<file path="src/rtl/pifo_pkg.sv">
// Shared types and constants for the PIFO scheduler and its enqueue-side front end.
package pifo_pkg;

  localparam int FLOW_W   = 2;
  localparam int SHIFT_W  = 4;
  localparam int LEN_W    = 16;

  typedef logic [31:0]       rank_t;
  typedef logic [31:0]       value_t;
  typedef logic [FLOW_W-1:0] flow_id_t;

  localparam rank_t RANK_MAX = 32'hFFFF_FFFF;

  // Unsigned add that clamps to RANK_MAX instead of wrapping.
  function automatic rank_t sat_add(input rank_t a, input rank_t b);
    logic [32:0] sum;
    sum = {1'b0, a} + {1'b0, b};
    return sum[32] ? RANK_MAX : sum[31:0];
  endfunction

  // Larger of two unsigned ranks.
  function automatic rank_t rank_max(input rank_t a, input rank_t b);
    return (a >= b) ? a : b;
  endfunction

endpackage

</file>
<file path="src/rtl/stfq_flow_table.sv">
// Per-flow finish tags and weight shifts for the STFQ rank computer.
// Table is sized to the full flow-ID space; IDs at or above NUM_FLOWS
// are never written, so they read back as zero.
module stfq_flow_table
  import pifo_pkg::*;
#(
  parameter int NUM_FLOWS = 4,
  parameter int FLOW_W    = $clog2(NUM_FLOWS)
) (
  input  logic               clk,
  input  logic               rst,
  input  logic [FLOW_W-1:0]  rd_flow,
  output rank_t              rd_finish,
  output logic [SHIFT_W-1:0] rd_shift,
  input  logic               fin_we,
  input  logic [FLOW_W-1:0]  fin_flow,
  input  rank_t              fin_data,
  input  logic               cfg_we,
  input  logic [FLOW_W-1:0]  cfg_flow,
  input  logic [SHIFT_W-1:0] cfg_shift
);

  localparam int TABLE_SIZE = 1 << FLOW_W;

  rank_t              finish_q [TABLE_SIZE];
  logic [SHIFT_W-1:0] shift_q  [TABLE_SIZE];
  logic               fin_ok;
  logic               cfg_ok;

  // Out-of-range IDs only exist when NUM_FLOWS is not a power of two.
  generate
    if (NUM_FLOWS == TABLE_SIZE) begin : g_full
      assign fin_ok = 1'b1;
      assign cfg_ok = 1'b1;
    end else begin : g_partial
      assign fin_ok = ({1'b0, fin_flow} < (FLOW_W+1)'(NUM_FLOWS));
      assign cfg_ok = ({1'b0, cfg_flow} < (FLOW_W+1)'(NUM_FLOWS));
    end
  endgenerate

  assign rd_finish = finish_q[rd_flow];
  assign rd_shift  = shift_q[rd_flow];

  // Finish and shift writes are independent, so both may land in one cycle.
  always_ff @(posedge clk or negedge rst) begin
    if (!rst) begin
      for (int i = 0; i < TABLE_SIZE; i++) begin
        finish_q[i] <= '0;
        shift_q[i]  <= '0;
      end
    end else begin
      if (fin_we && fin_ok) finish_q[fin_flow] <= fin_data;
      if (cfg_we && cfg_ok) shift_q[cfg_flow]  <= cfg_shift;
    end
  end

endmodule

</file>
<file path="src/rtl/stfq_rank_computer.sv">
// Enqueue-side front end for the PIFO scheduler: assigns each accepted
// packet a Start-Time Fair Queuing rank, pushes it to the scheduler and
// tracks scheduler occupancy with a credit counter.
module stfq_rank_computer
  import pifo_pkg::*;
#(
  parameter int NUM_FLOWS = 4,
  parameter int FLOW_W    = $clog2(NUM_FLOWS),
  parameter int DEPTH     = 10,
  parameter int OCC_W     = $clog2(DEPTH+1)
) (
  input  logic               clk,
  input  logic               rst,
  input  logic               in_valid,
  output logic               in_ready,
  input  logic [FLOW_W-1:0]  in_flow,
  input  logic [LEN_W-1:0]   in_len,
  input  value_t             in_value,
  input  logic               cfg_we,
  input  logic [FLOW_W-1:0]  cfg_flow,
  input  logic [SHIFT_W-1:0] cfg_shift,
  output logic               push,
  output rank_t              push_rank,
  output value_t             push_value,
  input  logic               deq_valid,
  input  rank_t              deq_tag,
  output logic [OCC_W-1:0]   occupancy,
  output logic               err_underflow
);

  localparam logic [OCC_W-1:0] DEPTH_C = OCC_W'(DEPTH);

  rank_t              vt;
  rank_t              rd_finish;
  logic [SHIFT_W-1:0] rd_shift;
  logic               accept;
  logic               deq_ok;
  rank_t              inc;
  rank_t              start_tag;
  rank_t              new_finish;

  stfq_flow_table #(
    .NUM_FLOWS (NUM_FLOWS),
    .FLOW_W    (FLOW_W)
  ) u_flow_table (
    .clk       (clk),
    .rst       (rst),
    .rd_flow   (in_flow),
    .rd_finish (rd_finish),
    .rd_shift  (rd_shift),
    .fin_we    (accept),
    .fin_flow  (in_flow),
    .fin_data  (new_finish),
    .cfg_we    (cfg_we),
    .cfg_flow  (cfg_flow),
    .cfg_shift (cfg_shift)
  );

  assign in_ready = (occupancy < DEPTH_C);
  assign accept   = in_valid && in_ready;
  assign deq_ok   = deq_valid && (occupancy != '0);

  // Rank math uses the pre-edge vt and shift, so same-cycle dequeues and
  // config writes only influence packets accepted later.
  always_comb begin
    inc        = {16'b0, in_len >> rd_shift};
    start_tag  = rank_max(vt, rd_finish);
    new_finish = sat_add(start_tag, inc);
  end

  // Push register, virtual time, credit counter and sticky underflow flag.
  always_ff @(posedge clk or negedge rst) begin
    if (!rst) begin
      push          <= 1'b0;
      push_rank     <= '0;
      push_value    <= '0;
      vt            <= '0;
      occupancy     <= '0;
      err_underflow <= 1'b0;
    end else begin
      push <= accept;
      if (accept) begin
        push_rank  <= start_tag;
        push_value <= in_value;
      end
      if (deq_ok && (deq_tag > vt)) vt <= deq_tag;
      case ({accept, deq_ok})
        2'b10:   occupancy <= occupancy + 1'b1;
        2'b01:   occupancy <= occupancy - 1'b1;
        default: occupancy <= occupancy;
      endcase
      if (deq_valid && (occupancy == '0)) err_underflow <= 1'b1;
    end
  end

endmodule

</file>
<file path="config.mk">
export PLATFORM = sky130hd
export DESIGN_NAME = stfq_rank_computer
export DESIGN_NICKNAME = d
export VERILOG_FILES = /design/src/rtl/pifo_pkg.sv /design/src/rtl/stfq_flow_table.sv /design/src/rtl/stfq_rank_computer.sv
export SDC_FILE = /design/constraint.sdc
export NUM_CORES = 1
export LEC_CHECK = 0
export CAP_MARGIN = 15
export CORE_ASPECT_RATIO = 1.5
export CORE_UTILIZATION = 45
export CTS_CLUSTER_SIZE = 28
export DETAILED_ROUTE_END_ITERATION = 7
export HOLD_SLACK_MARGIN = 0.08
export PLACE_DENSITY = 0.67
export SKIP_CTS_REPAIR_TIMING = 1
export SLEW_MARGIN = 10
export SYNTH_ARGS = -nofsm -noshare
export SYNTH_HDL_FRONTEND = slang
export SYNTH_HIERARCHICAL = 1
export SYNTH_SLANG_ARGS = --single-unit
</file>
<file path="constraint.sdc">
create_clock -name clk -period 5.7 [get_ports clk]
set_input_delay 1.14 -clock clk [delete_from_list [all_inputs] [get_ports clk]]
set_output_delay 1.14 -clock clk [all_outputs]
set_load 0.03 [all_outputs]
</file>
==> results of run 1 <==
## cells by family (layout without fill, tap and decap cells)
group / Yosys count / count (layout) / share of synthesized area
buffers and inverters: 181 / 535 / 0.0502
flip-flops: 246 / 246 / 0.418
multiplexers: 276 / 276 / 0.237
adder cells (fa/ha/maj): 85 / 85 / 0.0732
AND/OR/NAND/NOR: 304 / 304 / 0.0969
AO/OA/AOI/OAI: 250 / 250 / 0.115
XOR/XNOR: 18 / 18 / 0.0107
## power groups by stage
stage	clock network [mW]	logic [mW]	registers (mW)
global route	2.02	9.96	2.93
global placement	0	7.30	2.82
detailed placement	0	7.42	2.85
floorplan	0	4.06	3.26
finish	1.91	9.33	2.84
CTS	1.96	7.47	2.82
## worst max path at each step
| stage | endpoint |
|---|---|
| final | u_flow_table/finish_q[30]$_DFFE_PN0P_ |
| after global routing | u_flow_table/finish_q[8]$_DFFE_PN0P_ |
| after CTS | u_flow_table/finish_q[121]$_DFFE_PN0P_ |
| after detailed placement | u_flow_table/finish_q[115]$_DFFE_PN0P_ |
| after global placement | u_flow_table/finish_q[51]$_DFFE_PN0P_ |
| after floorplan | u_flow_table/finish_q[126]$_DFFE_PN0P_ |
## layer usage
layer	GRT usage	wire, um	part of all wire	vias up
li1	-	-	-	5656
met1	0.318	17600	0.43	6054
met2	0.414	20600	0.50	321
met3	0.0236	1730	0.042	72
met4	0.0821	1280	0.031	0
met5	0	0	0	-
## worst max-delay path: stages
cell,delay (ps)
buf_12,110
buf_12,140
buf_12,110
mux4_2,550
inv_4,110
ha_4,120
nand2_2,50
or4_1,500
o32a_1,350
nand4_1,140
a21oi_4,110
o21ai_2,200
ha_2,210
inv_2,40
fa_2,320
and2b_1,230
o31a_1,170
o22ai_2,100
a211o_4,390
and2_4,210
or4_4,490
a22oi_2,220
a21oi_2,80
mux2_4,280
## state kept, by name, indices dropped and copies added (netlist names)
register	cells
push_rank	32
push	1
push_value	32
occupancy	4
vt	32
u_flow_table/finish_q	128
err_underflow	1
u_flow_table/shift_q	16
## Yosys cell counts, drive strengths merged (3+ instances only)
cell	count	area (sq um)
dfrtp	246	6160
mux2	183	2060
nand2	141	529
inv	107	402
ha	83	1040
a21oi	55	279
mux2i	53	531
nand3	51	255
a211oi	47	353
o21ai	45	225
clkbuf	42	158
mux4	40	901
nor2	36	135
o311ai	33	289
buf	31	176
a21o	28	210
nand4	18	113
o21a	13	97.6
xnor2	11	96.3
nor3	8	40.0
nor4	7	43.8
xor2	7	61.3
nand3b	6	45.0
nor2b	6	37.5
o22ai	6	43.8
a211o	5	43.8
and3	5	31.3
nor3b	4	35.0
or2	4	25.0
or4	4	33.8
a2111oi	3	26.3
a31oi	3	18.8
nand2b	3	18.8
## cell type report
type | count | area (sq um)
repair buffers | 379 | 3490
multi-input cells | 933 | 8770
inverters | 108 | 408
clock buffers | 35 | 746
fillers | 2490 | 11700
flip-flops and latches | 246 | 6160
clock inverters | 13 | 219
well taps | 410 | 513
==> results_dict.tcl, run 1 <==
set metrics [dict create \
    hold_start "err_underflow$_DFFE_PN0P_" \
    synth_cell_types 62 \
    vias 12103 \
    fin_crit_ps 5950 \
    htree_levels 1 \
    setup_viol 116 \
    fmax_mhz 168 \
    power.switching_mw 5.75 \
    final_cell_mix "dfrtp_1 (246), buf_4 (190), clkdlybuf4s50_1 (160)" \
    crit_type "in2reg" \
    critPathRequiredTime_ps 6150 \
    first_global_vias 12143 \
    power_leakage_nw 9.44 \
    port_buffers 163 \
    start_util 0.460 \
    grt.total_usage 0.242 \
    place_congestion 0.908 \
    grt_pass1_wl_um 63900 \
    p_comb_frac 0.663 \
    synth_ff_type "dfrtp_1" \
    finalSetupTns_ps -8790 \
    dp_hpwl_um 29000 \
    die_width_um 150 \
    mostFrequentLayoutCell "dfrtp_1" \
    viasPerCell 5.70 \
    grt_max_degree 102 \
    fin_skew_ps 11.0 \
    hold_viol 0 \
    final_max_slew_viol_count 0 \
    worstPathMaxFanout 8 \
    drive_above_1_share 0.349 \
    arrival_ps 6390 \
    min_path_cells 1 \
    switching_share 0.409 \
    drt-initial-drc-count 609 \
    fp-row-count 80 \
    reg2reg_depth 21 \
    numCtsBuffers 27 \
    die_h_um 224 \
    tightest_slew_ps 948 \
    cts_tree "yes" \
    final_cells 2124 \
    pin_count 164 \
    violations "setup timing" \
    reg2reg_from "u_flow_table/finish_q[12]$_DFFE_PN0P_" \
    fin_crit_sh 1.04 \
    clkTransAtPathRegs_ps 60 \
    grt_remaining_overflow 0 \
    dp_cells 2053 \
    nets 1873 \
    end_kind "register" \
    synth_fp_nets 1538 \
    area_growth_pct 37.7 \
    die-area_sq_mm 0.0335 \
    dp_slack_ps -1160 \
    avgSynthCellArea_sq_um 10.8 \
    fin_area_sq_mm 0.0203 \
    peakVddDrop_uv 466 \
    whs_endpoint "err_underflow$_DFFE_PN0P_" \
    cts_buffer_depth 3 \
    clock_tree.root_cell "clkbuf_16" \
    seq_power_share 0.201 \
    totalWireLength_um 41300 \
    syn_area_sq_mm 0.0147 \
    drc 0 \
    synthCells 1360 \
    p_int_mw 8.32 \
    dr.pass1.iters 5 \
    async_flop_share 1.00 \
    reg2reg_setup_slack_ps 270 \
    dpl_cell_area_sq_mm 0.0182 \
    synth_edf_count 0 \
    clkPwrFrac 0.136 \
    ys_seq_elements 246 \
    critPathLaunch "in_flow[0]" \
    antenna_found_initial 0 \
    wl_per_cell_um 19.4 \
    holdWs_ps 467 \
    clock_sinks 246 \
    outcome "finished, violations left" \
    slew_headroom 0.368 \
    hp-class "reg2reg" \
    setup_ws_ps -247 \
    cp-start-kind "primary input" \
    power.density_mw_per_mm2 693 \
    r2r-end "u_flow_table/finish_q[30]$_DFFE_PN0P_" \
    antenna_left 0 \
    ys_seq_area_frac 0.418 \
    core-area_sq_mm 0.0320 \
    rsz0062_at_grt "yes" \
    max_cap_viol_count 0 \
    postLayoutCoreUtil 0.634 \
    insertion_delay_ps 560 \
    yosysWarnings 6 \
    p_total_mw 14.1 \
    antenna_cells 0 \
]
Note: power is estimated with default switching activity, not from simulation.
==> run 2, diff against run 1 <==
--- a/config.mk
+++ b/config.mk
@@ -11,9 +11,9 @@
 export CTS_CLUSTER_SIZE = 28
 export DETAILED_ROUTE_END_ITERATION = 7
 export HOLD_SLACK_MARGIN = 0.08
-export PLACE_DENSITY = 0.67
+export PLACE_DENSITY = 0.64
 export SKIP_CTS_REPAIR_TIMING = 1
-export SLEW_MARGIN = 10
+export SLEW_MARGIN = 20
 export SYNTH_ARGS = -nofsm -noshare
 export SYNTH_HDL_FRONTEND = slang
 export SYNTH_HIERARCHICAL = 1
==> constraint.sdc (replaced) <==
create_clock -name clk -period 5.92 [get_ports clk]
set_input_delay 1.184 -clock clk [delete_from_list [all_inputs] [get_ports clk]]
set_output_delay 1.184 -clock clk [all_outputs]
set_load 0.03 [all_outputs]
==> results_dict.tcl, run 2 (synthesized netlist as in run 1, its figures left out) <==
set metrics [dict create \
    max_cap_viol_count 0 \
    whs_endpoint "err_underflow$_DFFE_PN0P_" \
    pin_count 164 \
    cp_slowest_cell "mux4_2" \
    peakVddDrop_uv 347 \
    grt_pass1_wl_um 61900 \
    antenna_cells 0 \
    clock_sinks 246 \
    end_kind "register" \
    fin_crit_ps 5890 \
    insertion_delay_ps 560 \
    arrival_ps 6330 \
    cts_tree "yes" \
    totalWireLength_um 39000 \
    crit_type "in2reg" \
    grt_max_degree 118 \
    die_h_um 224 \
    fin_skew_ps 26.1 \
    power.density_mw_per_mm2 628 \
    hold_start "err_underflow$_DFFE_PN0P_" \
    cpMostUsedCell "nand4_1" \
    fmax_mhz 170 \
    max_stage_delay_ps 540 \
    critPathRequiredTime_ps 6350 \
    mostFrequentLayoutCell "dfrtp_1" \
    cp_cell_sequence "buf_16 > clkbuf_16 > mux4_2 > inv_2 > ha_4 > nand4_1 > or4_1 > o32a_1 > nand4_1 > a21oi_4 > buf_12 > buf_4 > buf_6 > mux2i_4 > ha_4 > buf_4 > nand4_1 > a211o_1 > and2_4 > nor4_1 > mux2i_1 > mux2i_2 > mux2_2" \
    rsz0062_at_grt "yes" \
    holdWs_ps 461 \
    nets 1863 \
    dr.pass1.iters 8 \
    viasPerCell 5.60 \
    htree_levels 1 \
    max_flop_register "u_flow_table/finish_q" \
    antenna_left 0 \
    dp_cells 2054 \
    cts_buffer_depth 3 \
    die-area_sq_mm 0.0335 \
    postLayoutCoreUtil 0.613 \
    reg2reg_from "u_flow_table/finish_q[17]$_DFFE_PN0P_" \
    slew_headroom 0.394 \
    final_cell_mix "dfrtp_1 (246), buf_4 (192), mux2_2 (177)" \
    worstPathMaxFanout 7 \
    cp-start-kind "primary input" \
    largest_reg_flops 128 \
    dp_hpwl_um 28200 \
    hold_viol 0 \
    place_congestion 0.893 \
    clkTransAtPathRegs_ps 60 \
    drive_above_1_share 0.331 \
    wl_per_cell_um 18.5 \
    area_growth_pct 33.2 \
    hp-class "reg2reg" \
    antenna_found_initial 0 \
    final_cells 2114 \
    start_util 0.460 \
    min_path_cells 1 \
    port_buffers 163 \
    reg2reg_setup_slack_ps 490 \
    grt_remaining_overflow 0 \
    numCtsBuffers 27 \
    grt.total_usage 0.232 \
    finalSetupTns_ps 0 \
    reg2reg_depth 24 \
    crit_buf_inv 7 \
    first_global_vias 12032 \
    drc 0 \
    final_max_slew_viol_count 0 \
    power_leakage_nw 9.08 \
    outcome "finished, final reports clean" \
    clock_tree.root_cell "clkbuf_16" \
    vias 11834 \
    r2r-end "u_flow_table/finish_q[60]$_DFFE_PN0P_" \
    critPathTopFamily "multiplexers" \
    fp-row-count 80 \
    setup_viol 0 \
    die_width_um 150 \
    tightest_slew_ps 908 \
    fin_crit_sh 0.996 \
    p_total_mw 12.3 \
    core-area_sq_mm 0.0320 \
    drt-initial-drc-count 623 \
    nFillCells 2650 \
]
run 2: cell count changes in the layout (fill, tap and decap cells not counted), sizes merged:
cell | previous run | this run
clkinv | 6 | 8
inv | 109 | 108
clkbuf | 36 | 39
bufinv | 5 | 2
buf | 218 | 207
run 2: worst max path at each step:
stage	to	start	depth (start not counted)
5_1_grt	u_flow_table/finish_q[92]$_DFFE_PN0P_	in_flow[0]	23
4_1_cts	u_flow_table/finish_q[52]$_DFFE_PN0P_	in_flow[0]	25
3_5_place_dp	u_flow_table/finish_q[52]$_DFFE_PN0P_	in_flow[0]	25
2_1_floorplan	u_flow_table/finish_q[126]$_DFFE_PN0P_	in_flow[0]	26
3_3_place_gp	u_flow_table/finish_q[52]$_DFFE_PN0P_	in_flow[0]	23
6_report	u_flow_table/finish_q[60]$_DFFE_PN0P_	in_flow[0]	23
run 2: routing by layer:
layer,vias to the layer above,GRT usage,part of all wire
li1,5618,-,-
met1,5837,0.306,0.43
met2,320,0.394,0.50
met3,59,0.0265,0.047
met4,0,0.0772,0.026
met5,-,0,0
run 2: final cells by class:
type | instances | area (sq um) | share of cell area
clock buffers | 37 | 763 | 0.0389
clock inverters | 11 | 119 | 0.00605
inverters | 108 | 405 | 0.0207
multi-input cells | 933 | 8320 | 0.424
flip-flops and latches | 246 | 6160 | 0.314
well taps | 410 | 513 | 0.0261
repair buffers | 369 | 3360 | 0.171
run 2: per-stage QoR:
stage | cell area, sq um | setup slack (ps)
final | 19600 | 25.9
after global routing | 19600 | -126
after CTS | 19000 | -422
after detailed placement | 18200 | -997
after global placement | 18200 | -901
after floorplan | 14800 | -555
run 2: where the power goes:
| part | switching, mW | total (mW) | internal (mW) |
|---|---|---|---|
| sequential | 0.342 | 2.72 | 2.38 |
| clock | 0.693 | 1.68 | 0.988 |
| combinational | 3.97 | 7.93 | 3.96 |
